==> src/rtl/fb_write_arbiter.sv <==
// Generic synchronous FIFO with occupancy count; head entry is read straight from storage.
// Latency: a pushed entry is visible at the head one cycle later.
// Backpressure: caller qualifies i_push with o_full (push while full is legal only together with a pop).
module fb_fifo #(
  parameter int W     = 33,
  parameter int DEPTH = 8,
  parameter int CNT_W = $clog2(DEPTH) + 1
) (
  input  logic             i_clk,
  input  logic             i_rst_n,
  input  logic             i_push,
  input  logic [W-1:0]     i_push_dat,
  input  logic             i_pop,
  output logic [W-1:0]     o_head_dat,
  output logic [CNT_W-1:0] o_count,
  output logic             o_full,
  output logic             o_empty
);
  localparam int PTR_W = $clog2(DEPTH);

  logic [W-1:0]     mem_q [DEPTH];
  logic [W-1:0]     mem_d [DEPTH];
  logic [PTR_W-1:0] rd_ptr_q, rd_ptr_d;
  logic [PTR_W-1:0] wr_ptr_q, wr_ptr_d;
  logic [CNT_W-1:0] count_q, count_d;

  // Next storage, pointers and count; pointers wrap naturally since DEPTH is a power of 2.
  always_comb begin
    mem_d    = mem_q;
    rd_ptr_d = rd_ptr_q;
    wr_ptr_d = wr_ptr_q;
    count_d  = count_q;
    if (i_push) begin
      mem_d[wr_ptr_q] = i_push_dat;
      wr_ptr_d        = wr_ptr_q + PTR_W'(1);
    end
    if (i_pop) begin
      rd_ptr_d = rd_ptr_q + PTR_W'(1);
    end
    case ({i_push, i_pop})
      2'b10:   count_d = count_q + CNT_W'(1);
      2'b01:   count_d = count_q - CNT_W'(1);
      default: count_d = count_q;
    endcase
  end

  // FIFO state registers; contents are discarded on reset.
  always_ff @(posedge i_clk or negedge i_rst_n) begin
    if (!i_rst_n) begin
      for (int i = 0; i < DEPTH; i++) mem_q[i] <= '0;
      rd_ptr_q <= '0;
      wr_ptr_q <= '0;
      count_q  <= '0;
    end else begin
      mem_q    <= mem_d;
      rd_ptr_q <= rd_ptr_d;
      wr_ptr_q <= wr_ptr_d;
      count_q  <= count_d;
    end
  end

  assign o_head_dat = mem_q[rd_ptr_q];
  assign o_count    = count_q;
  assign o_full     = (count_q == CNT_W'(DEPTH));
  assign o_empty    = (count_q == '0);
endmodule

// Shares one single-port frame-buffer SRAM between the SPI pixel writer and the scan-out reader.
// Latency: grant -> SRAM strobe next cycle; read data MEM_RD_LAT cycles after o_mem_re.
// Backpressure: reads held by i_rd_req until o_rd_ack; pixels have none, a full FIFO drops and flags o_ovf_err.
module fb_write_arbiter #(
  parameter int WIDTH      = 480,
  parameter int HEIGHT     = 272,
  parameter int ADDR_W     = 17,
  parameter int FIFO_DEPTH = 8,
  parameter int MAX_RD_RUN = 4,
  parameter int MEM_RD_LAT = 2
) (
  input  logic              i_clk,
  input  logic              i_rst_n,
  input  logic [15:0]       i_pixel_data,
  input  logic              i_pixel_en_pls,
  input  logic              i_vsync_pls,
  input  logic              i_rd_req,
  input  logic [ADDR_W-1:0] i_rd_addr,
  output logic              o_rd_ack,
  output logic              o_rd_valid,
  output logic [15:0]       o_rd_data,
  output logic [ADDR_W-1:0] o_mem_addr,
  output logic [15:0]       o_mem_wdata,
  output logic              o_mem_we,
  output logic              o_mem_re,
  input  logic [15:0]       i_mem_rdata,
  output logic              o_ovf_err
);
  localparam int ENT_W = ADDR_W + 16;
  localparam int CNT_W = $clog2(FIFO_DEPTH) + 1;
  localparam int RUN_W = $clog2(MAX_RD_RUN + 1);
  localparam logic [ADDR_W-1:0] LAST_ADDR = ADDR_W'(WIDTH * HEIGHT - 1);

  localparam logic [1:0] ST_IDLE = 2'd0;
  localparam logic [1:0] ST_RD   = 2'd1;
  localparam logic [1:0] ST_WR   = 2'd2;

  logic [1:0]            state_q, state_d;
  logic [RUN_W-1:0]      run_cnt_q, run_cnt_d;
  logic [ADDR_W-1:0]     wr_addr_q, wr_addr_d;
  logic [ADDR_W-1:0]     mem_addr_q, mem_addr_d;
  logic [15:0]           mem_wdata_q, mem_wdata_d;
  logic                  ovf_q, ovf_d;
  logic [MEM_RD_LAT-1:0] rd_vld_q, rd_vld_d;
  logic [15:0]           rd_data_q, rd_data_d;

  logic [ENT_W-1:0]  fifo_head;
  logic [CNT_W-1:0]  fifo_count;
  logic              fifo_full;
  logic              fifo_empty;
  logic              push;
  logic              pop;
  logic [ADDR_W-1:0] pix_addr;
  logic              urgent;
  logic              grant_wr;
  logic              grant_rd;

  fb_fifo #(
    .W     (ENT_W),
    .DEPTH (FIFO_DEPTH),
    .CNT_W (CNT_W)
  ) u_fifo (
    .i_clk      (i_clk),
    .i_rst_n    (i_rst_n),
    .i_push     (push),
    .i_push_dat ({pix_addr, i_pixel_data}),
    .i_pop      (pop),
    .o_head_dat (fifo_head),
    .o_count    (fifo_count),
    .o_full     (fifo_full),
    .o_empty    (fifo_empty)
  );

  // Arbitration: reads win unless the FIFO is nearly full, the read run is exhausted, or nobody reads.
  // o_rd_ack is combinational, so it is also held low while reset is asserted.
  always_comb begin
    urgent   = (fifo_count >= CNT_W'(FIFO_DEPTH - 2));
    grant_wr = !fifo_empty && (urgent || (run_cnt_q == RUN_W'(MAX_RD_RUN)) || !i_rd_req);
    grant_rd = i_rst_n && i_rd_req && !grant_wr;
  end

  // Pixel intake: address the pixel (vsync restarts at 0), push unless full without a pop, track overflow.
  always_comb begin
    pix_addr  = i_vsync_pls ? '0 : wr_addr_q;
    pop       = grant_wr;
    push      = i_pixel_en_pls && (!fifo_full || pop);
    wr_addr_d = wr_addr_q;
    if (push) begin
      wr_addr_d = (pix_addr == LAST_ADDR) ? '0 : pix_addr + ADDR_W'(1);
    end else if (i_vsync_pls) begin
      wr_addr_d = '0;
    end
    ovf_d = ovf_q | (i_pixel_en_pls && !push);
  end

  // Next SRAM command from the grant; idle fields keep their last value. Read run saturates.
  always_comb begin
    state_d     = ST_IDLE;
    mem_addr_d  = mem_addr_q;
    mem_wdata_d = mem_wdata_q;
    run_cnt_d   = run_cnt_q;
    if (grant_wr) begin
      state_d     = ST_WR;
      mem_addr_d  = fifo_head[ENT_W-1:16];
      mem_wdata_d = fifo_head[15:0];
    end else if (grant_rd) begin
      state_d    = ST_RD;
      mem_addr_d = i_rd_addr;
    end
    if (grant_wr || fifo_empty) begin
      run_cnt_d = '0;
    end else if (grant_rd && (run_cnt_q != RUN_W'(MAX_RD_RUN))) begin
      run_cnt_d = run_cnt_q + RUN_W'(1);
    end
  end

  // Read-return pipe: one valid bit per outstanding read, aligned to the SRAM read latency.
  always_comb begin
    rd_vld_d    = '0;
    rd_vld_d[0] = (state_q == ST_RD);
    for (int i = 1; i < MEM_RD_LAT; i++) rd_vld_d[i] = rd_vld_q[i-1];
    rd_data_d = rd_vld_q[MEM_RD_LAT-1] ? i_mem_rdata : rd_data_q;
  end

  // All arbiter state; reset drops any in-flight read returns.
  always_ff @(posedge i_clk or negedge i_rst_n) begin
    if (!i_rst_n) begin
      state_q     <= ST_IDLE;
      run_cnt_q   <= '0;
      wr_addr_q   <= '0;
      mem_addr_q  <= '0;
      mem_wdata_q <= '0;
      ovf_q       <= 1'b0;
      rd_vld_q    <= '0;
      rd_data_q   <= '0;
    end else begin
      state_q     <= state_d;
      run_cnt_q   <= run_cnt_d;
      wr_addr_q   <= wr_addr_d;
      mem_addr_q  <= mem_addr_d;
      mem_wdata_q <= mem_wdata_d;
      ovf_q       <= ovf_d;
      rd_vld_q    <= rd_vld_d;
      rd_data_q   <= rd_data_d;
    end
  end

  assign o_rd_ack    = grant_rd;
  assign o_mem_we    = (state_q == ST_WR);
  assign o_mem_re    = (state_q == ST_RD);
  assign o_mem_addr  = mem_addr_q;
  assign o_mem_wdata = mem_wdata_q;
  assign o_rd_valid  = rd_vld_q[MEM_RD_LAT-1];
  assign o_rd_data   = o_rd_valid ? i_mem_rdata : rd_data_q;
  assign o_ovf_err   = ovf_q;
endmodule
==> config.mk <==
export PLATFORM = sky130hd
export DESIGN_NAME = fb_write_arbiter
export DESIGN_NICKNAME = d
export VERILOG_FILES = /design/src/rtl/fb_write_arbiter.sv
export SDC_FILE = /design/constraint.sdc
export NUM_CORES = 1
export LEC_CHECK = 0
export ABC_AREA = 1
export BUFFER_PORTS_ARGS = -buffer_cell sky130_fd_sc_hd__buf_2
export CORE_UTILIZATION = 35
export CTS_BUF_LIST = sky130_fd_sc_hd__clkbuf_2
export DETAILED_ROUTE_END_ITERATION = 16
export HOLD_SLACK_MARGIN = 0.06
export PLACE_DENSITY = 0.55
export RECOVER_POWER = 50
export SLEW_MARGIN = 15
export SYNTH_ARGS = -nofsm -noshare
export SYNTH_HDL_FRONTEND = slang
export SYNTH_SLANG_ARGS = --single-unit
export TNS_END_PERCENT = 50
==> constraint.sdc <==
create_clock -name i_clk -period 2.8 [get_ports i_clk]
set_input_delay 0.28 -clock i_clk [delete_from_list [all_inputs] [get_ports i_clk]]
set_output_delay 0.28 -clock i_clk [all_outputs]
set_load 0.01 [all_outputs]
# ---- Word level (Yosys, flattened, before mapping)
# Index checks and enable logic that the tools add are counted.
dict set report totals {
  inputBits 54
  regBits 348
  wordCells 77
  out_inout_bits 54
}
dict set report op_classes {
  n_addsub 6
  n_eq_ne 8
  reduce_logical 20
  magnitude_cmp 4
  n_mux 17
  bitwise_logic 3
}
# operator count
set ops {}
lappend ops {{264-bit bitwise mux} 1}
lappend ops {{33-bit binary-select mux with 3-bit select} 1}
lappend ops {{33-bit demux with 3-bit select} 1}
lappend ops {{33-bit two-way mux} 3}
lappend ops {{17-bit two-way mux} 5}
lappend ops {{17-bit by 1-bit adder with 17-bit output, second input constant} 1}
lappend ops {{17-bit == test, second input constant} 1}
lappend ops {{16-bit two-way mux} 1}
lappend ops {{3-bit by 1-bit adder with 3-bit output, second input constant} 3}
lappend ops {{4-bit >= comparator, second input constant} 2}
lappend ops {{3-bit NOT with 4-bit output} 2}
lappend ops {{4-bit one-hot mux with 2 select lines} 1}
lappend ops {{1-bit logical AND} 7}
lappend ops {{3-bit two-way mux} 2}
lappend ops {{2-bit nonzero test} 3}
lappend ops {{1-bit zero test} 5}
lappend ops {{4-bit by 1-bit adder with 4-bit output, second input constant} 1}
lappend ops {{2-bit by 1-bit == test with 1-bit output, second input constant} 2}
lappend ops {{2-bit == test, second input constant} 2}
lappend ops {{4-bit == test, second input constant} 1}
lappend ops {{4-bit by 3-bit >= comparator with 1-bit output, second input constant} 1}
lappend ops {{4-bit zero test} 1}
lappend ops {{1-bit logical OR} 4}
lappend ops {{4-bit by 1-bit < comparator with 1-bit output, second input constant} 1}
lappend ops {{6 further kinds} 6}

# ---- Logic depth before layout (Yosys ltp)
dict set report logic_depth {
  word_depth 9
  mapped_depth 16
  depth_no_buf 15
}

# ---- Modules after synthesis
# From an unflattened synthesis, not the netlist that was laid out.
dict set report hier_totals {
  cells_unflattened 1872
  hier_area_um2 15830.2
}
# module cells_per_inst instances area_each_um2 seq_area_each_um2
set by_module_without_submodules {}
lappend by_module_without_submodules {fb_fifo 1439 1 12185.4 6856.6}
lappend by_module_without_submodules {fb_write_arbiter 433 1 3644.7 1851.8}

# ---- Least setup slack after synthesis
# OpenSTA, ideal clock, no wires.
dict set report synth_timing {
  path_type {reg2reg}
  start {reg run_cnt_q[0]}
  end {reg u_fifo.count_q[3], in the netlist u_fifo.o_count[3]}
  stages_incl_launch_ff 16
  t_arrival_ns 2.027
  t_required_ns 2.677
  setup_ns 0.123
  period_less_slack_ns 2.150
  slack_ns 0.650
  path_cell_list {dfrtp_1 > inv_1 > ha_1 > nand2_1 > nand3_1 > nand2_2 > inv_2 > buf_2 > ha_1 > nand2_1 > inv_1 > nor2_1 > nand2_1 > o21ai_0 > nand3_1 > xor2_1}
}
dict set report synth_via {
  elab_chain_len 8
  elab_cells_between_ends 10
  classes_between {eq/ne: 3; mux: 1; reduce/logical: 6}
}
# element line_no
set synth_rtl {}
lappend synth_rtl {{from (decl)} 106} ;# logic [RUN_W-1:0] run_cnt_q, run_cnt_d;
lappend synth_rtl {{from (signal assigned)} 205} ;# run_cnt_q <= run_cnt_d;
lappend synth_rtl {{3-bit == test (*)} 145} ;# grant_wr = !fifo_empty && (urgent || (run_cnt_q == RUN_W'(MAX_RD_RUN)) || !i_rd_req);
lappend synth_rtl {{1-bit logical OR (*) (2 in a row)} 145}
lappend synth_rtl {{1-bit logical AND (*)} 145}
lappend synth_rtl {{via grant_wr} 122} ;# logic grant_wr;
lappend synth_rtl {{1-bit logical OR} 153} ;# push = i_pixel_en_pls && (!fifo_full || pop);
lappend synth_rtl {{1-bit logical AND} 153}
lappend synth_rtl {{2-bit by 1-bit == test with 1-bit output / 2-bit == test (equally long branches)} 40} ;# case ({i_push, i_pop})
lappend synth_rtl {{4-bit one-hot mux with 2 select lines / 2-bit nonzero test (equally long branches)} -}
lappend synth_rtl {{to (signal assigned)} 58} ;# count_q <= count_d;
lappend synth_rtl {{to (decl)} 25} ;# logic [CNT_W-1:0] count_q, count_d;
# Mark *: on every way through the listed nets, which the timed path passes. The rest lies on a longest branch.
# A chain may end at the register's enable or synchronous reset.

# ---- Worst setup path after layout
dict set report layout_timing {
  start {reg rd_vld_q[1]}
  end {out o_rd_data[11]}
}
dict set report layout_via {
  elab_chain_len 1
}
# element line_no
set layout_rtl {}
lappend layout_rtl {{from (decl)} 111} ;# logic [MEM_RD_LAT-1:0] rd_vld_q, rd_vld_d;
lappend layout_rtl {{from (signal assigned)} 210} ;# rd_vld_q <= rd_vld_d;
lappend layout_rtl {{16-bit two-way mux} 221} ;# assign o_rd_data = o_rd_valid ? i_mem_rdata : rd_data_q;
lappend layout_rtl {{to (decl)} 88} ;# output logic [15:0] o_rd_data,
# Every way passes these cells.

==> metrics.md <==
| Metric | Value |
|---|---|
| CORE AREA | `45400 um^2` |
| Max incr delay on CP | `0.79 ns` |
| Net Count, Synth | `1929` |
| Most frequent cells in the layout | `457 x nand2_1, 346 x dfrtp_1, 286 x o21ai_0` |
| Endpoints failing setup | `0` |
| Synthesized flop and latch total | `348` |
| Netlist Area Pre-Place | `16100 um^2` |
| Port Buffer Count | `107` |
| Sw Ratio | `41.3%` |
| Critical-path cell list | `mux2_1 > buf_2` |
| Cell Pwr Density | `972 nW/um^2` |
| Slew headroom | `-44.6%` |
| Synth-to-layout area growth | `16.2%` |
| Yosys warning total | `0` |
| Worst-path maximum fanout | `17` |
| CP startpoint kind | `flop` |
| FF-to-FF End | `u_fifo.mem_q[251]` |
| Share of cells above drive strength 1 | `15.9%` |
| Row count | `78` |
| Nets | `2135` |
| Critical path type | `flop to output pin` |
| Int Pwr | `0.0107 W` |
| Synth unique cells | `35` |
| Die width | `217 um` |
| Number of flops mapped to enable cells by yosys | `0` |
| TritonCTS Sinks | `348` |
| DRC | `0` |
| Clock share of power | `18.5%` |
| Logic pwr share | `39.6%` |
| Die Span Y | `217 um` |
| Most common cell after layout, fill and taps aside | `nand2_1` |
| First-pass GRT wire length | `71500 um` |
| Non-Filler Instances | `2737` |
| Largest net degree at the start of global routing | `152` |
| Worst vdd ir | `718 uV` |
| Synth async-reset ratio | `100%` |
| DR WL/cell | `16.4 um` |
| Routability cong. | `0.803` |
| Cell area after placement | `17100 um^2` |
| Placed Cells incl. Taps | `2484` |
| # IOs | `108` |
| Min cycle time layout | `2.60 ns` |
| CTS max path bufs | `3` |
| Critical R2R Launch | `u_fifo.wr_ptr_q[0]` |
| Synthesized instance count | `1867` |
| R2r setup slk | `0.26 ns` |
| Critical Path RT | `2.52 ns` |
| Synth Flop Type | `dfrtp_1` |
| Worst Path Buf+Inv | `1` |
| Max-cap violations | `3` |
| Vias in the first global route | `12900` |
| Violated checks | `max-capacitance violations, max-slew violations` |
| Psw | `0.00752 W` |
| CTS H-tree depth | `3` |
| Clock Skew | `0.109 ns` |
| 1st-pass router iterations | `5` |
| GRT Resource Usage Total | `19.5%` |
| Die footprint | `46900 um^2` |
| Worst-Margin Slew | `2.17 ns` |
| Sequential share of power | `41.9%` |
| Element type at the critical path end | `output pin` |
| Hold Crit Class | `primary input to flop` |
| Critical path's top delay family | `flip-flops` |
| Total CTS buffers | `90` |
| Final Max Tran Viols | `286` |
| Final ANT Viol Nets | `0` |
| Fin util | `41.3%` |
| Crit path capture | `o_rd_data[11]` |
| Crit-path slowest cell | `dfrtp_1` |
| Register area share after synthesis | `54.0%` |
| Final period utilization | `93.0%` |
| Crit path launch | `rd_vld_q[1]` |
| Fmax | `0.384 GHz` |
| Clk Latency, worst-skew pair | `1.02 ns` |
| WL final | `44900 um` |
| Iter 0 DRT Violations | `937` |
| Initial Util | `35.5%` |
| Leak | `9.00 nW` |
| Post-Route Setup TNS | `0 ns` |
| Post-route design area | `18700 um^2` |
| CTS tree | `done` |
| Routed via count | `13300` |
| R2R cell count | `6` |
| RSZ-0062 raised after global routing | `false` |
| Initial antenna violation count | `2` |
| Worst Path Arrival | `2.32 ns` |
| Via density per instance | `4.86` |
| CTS root buffer | `clkbuf_2` |
| Remaining global-route overflow | `0` |
| Mean Syn Cell Area | `8.64 um^2` |
| Status | `finished, violations left` |
| Final hold vios | `0` |
| WP depth | `2` |
| Post-DP HPWL | `25300 um` |
| Clk slew on worst S/H paths | `0.10 ns` |
-- cells by family (layout without fill, tap and decap cells) --
family          Yosys count  count (layout)  share of synthesized area [%]
compound gates          482             482                           15.8
xor+xnor                 12              12                          0.652
fa+ha+maj                 8               8                          0.621
buf+inv                 325             594                           9.07
flops                   348             348                           54.0
mux                      34              34                           2.37
other cells               0               1                              0
simple gates            658             658                           17.5
-- through the flow --
stage	power, W	worst slack, ns	hold slack [ns]
floorplan	0.0127	0.650	-0.0156
CTS	0.0186	0.00248	0.0601
detailed placement	0.0149	0.642	0.345
global route	0.0198	0.0153	0.128
global placement	0.0148	0.712	0.335
finish	0.0182	0.195	0.172
-- final cells by class --
type | instances | area, um^2
antenna | 1 | 2.50
clock buffer | 124 | 621
clock inverter | 31 | 151
fill | 4609 | 26600
inverter | 208 | 800
multi-input combinational | 1194 | 5950
sequential | 348 | 8720
tap | 600 | 751
timing repair buffer | 231 | 1750
-- how the worst min path moves through the flow --
stage | start | endpoint | cells after the start
after floorplan | i_rst_n | o_mem_addr[0] | 0
after global placement | rd_vld_q[0] | rd_vld_q[1] | 0
after detailed placement | rd_vld_q[0] | rd_vld_q[1] | 0
after CTS | i_mem_rdata[10] | rd_data_q[10] | 3
after global routing | i_mem_rdata[9] | rd_data_q[9] | 3
final | i_pixel_data[0] | u_fifo.mem_q[165] | 4
-- cell usage after synthesis, types with 3 or more instances --
cell type / number / area [um^2]
nand2_1: 456 / 1710
ha_1: 8 / 100
inv_1: 191 / 717
nand3_2: 3 / 30.0
nand3_1: 117 / 586
dfrtp_1: 348 / 8710
nand2_2: 6 / 37.5
clkbuf_1: 29 / 109
buf_2: 60 / 300
buf_4: 9 / 67.6
xor2_1: 9 / 78.8
mux2_2: 34 / 383
nor2_4: 7 / 78.8
buf_1: 4 / 15.0
a21oi_1: 91 / 455
o211ai_1: 48 / 360
buf_6: 14 / 158
o21ai_1: 97 / 485
nor2_2: 11 / 68.8
inv_2: 13 / 48.8
nand2_4: 5 / 56.3
o21ai_0: 243 / 1220
xnor2_1: 3 / 26.3
nor2_1: 45 / 169
-- power groups by stage --
| stage | clock network, W | registers, W | logic, W |
|---|---|---|---|
| 2_1_floorplan | 0 | 0.00756 | 0.00513 |
| 3_3_place_gp | 0 | 0.00770 | 0.00707 |
| 4_1_cts | 0.00353 | 0.00763 | 0.00747 |
| 3_5_place_dp | 0 | 0.00772 | 0.00718 |
| 5_1_grt | 0.00378 | 0.00784 | 0.00822 |
| 6_report | 0.00338 | 0.00763 | 0.00721 |
-- tightest hold or removal path, stage by stage --
cell	delay (ns)
dlygate4sd3_1	0.52
buf_2	0.12
inv_1	0.07
o21ai_1	0.14
-- registers in the layout, indices dropped and copies added, names as in the netlist --
| register | cells |
|---|---|
| u_fifo.mem_q | 264 |
| u_fifo.rd_ptr_q | 3 |
| o_mem_addr | 17 |
| u_fifo.wr_ptr_q | 3 |
| state_q | 2 |
| rd_data_q | 16 |
| o_mem_wdata | 16 |
| rd_vld_q | 2 |
| run_cnt_q | 3 |
| o_ovf_err | 1 |
| wr_addr_q | 17 |
| u_fifo.o_count | 4 |
-- layer usage --
layer	wire length, um	part of all wire, %	up-vias	GRT usage, %
met5	13	0.029	-	0
met4	955	2.1	2	7.25
met3	2270	5.1	69	3.44
met2	21100	47	298	31.4
met1	20500	46	6371	26.1
li1	-	-	6550	-
-- timing repair --
item | 4_1_cts | 5_1_grt
setup buffers | 2 | 0
gates resized for setup | 3 | 2
hold buffers | 94 | 0
gates cloned | 1 | 0
endpoints found under the setup margin | 1 | 1
hold endpoints to repair | 651 | 0
Note: power is estimated with default switching activity, not from simulation.
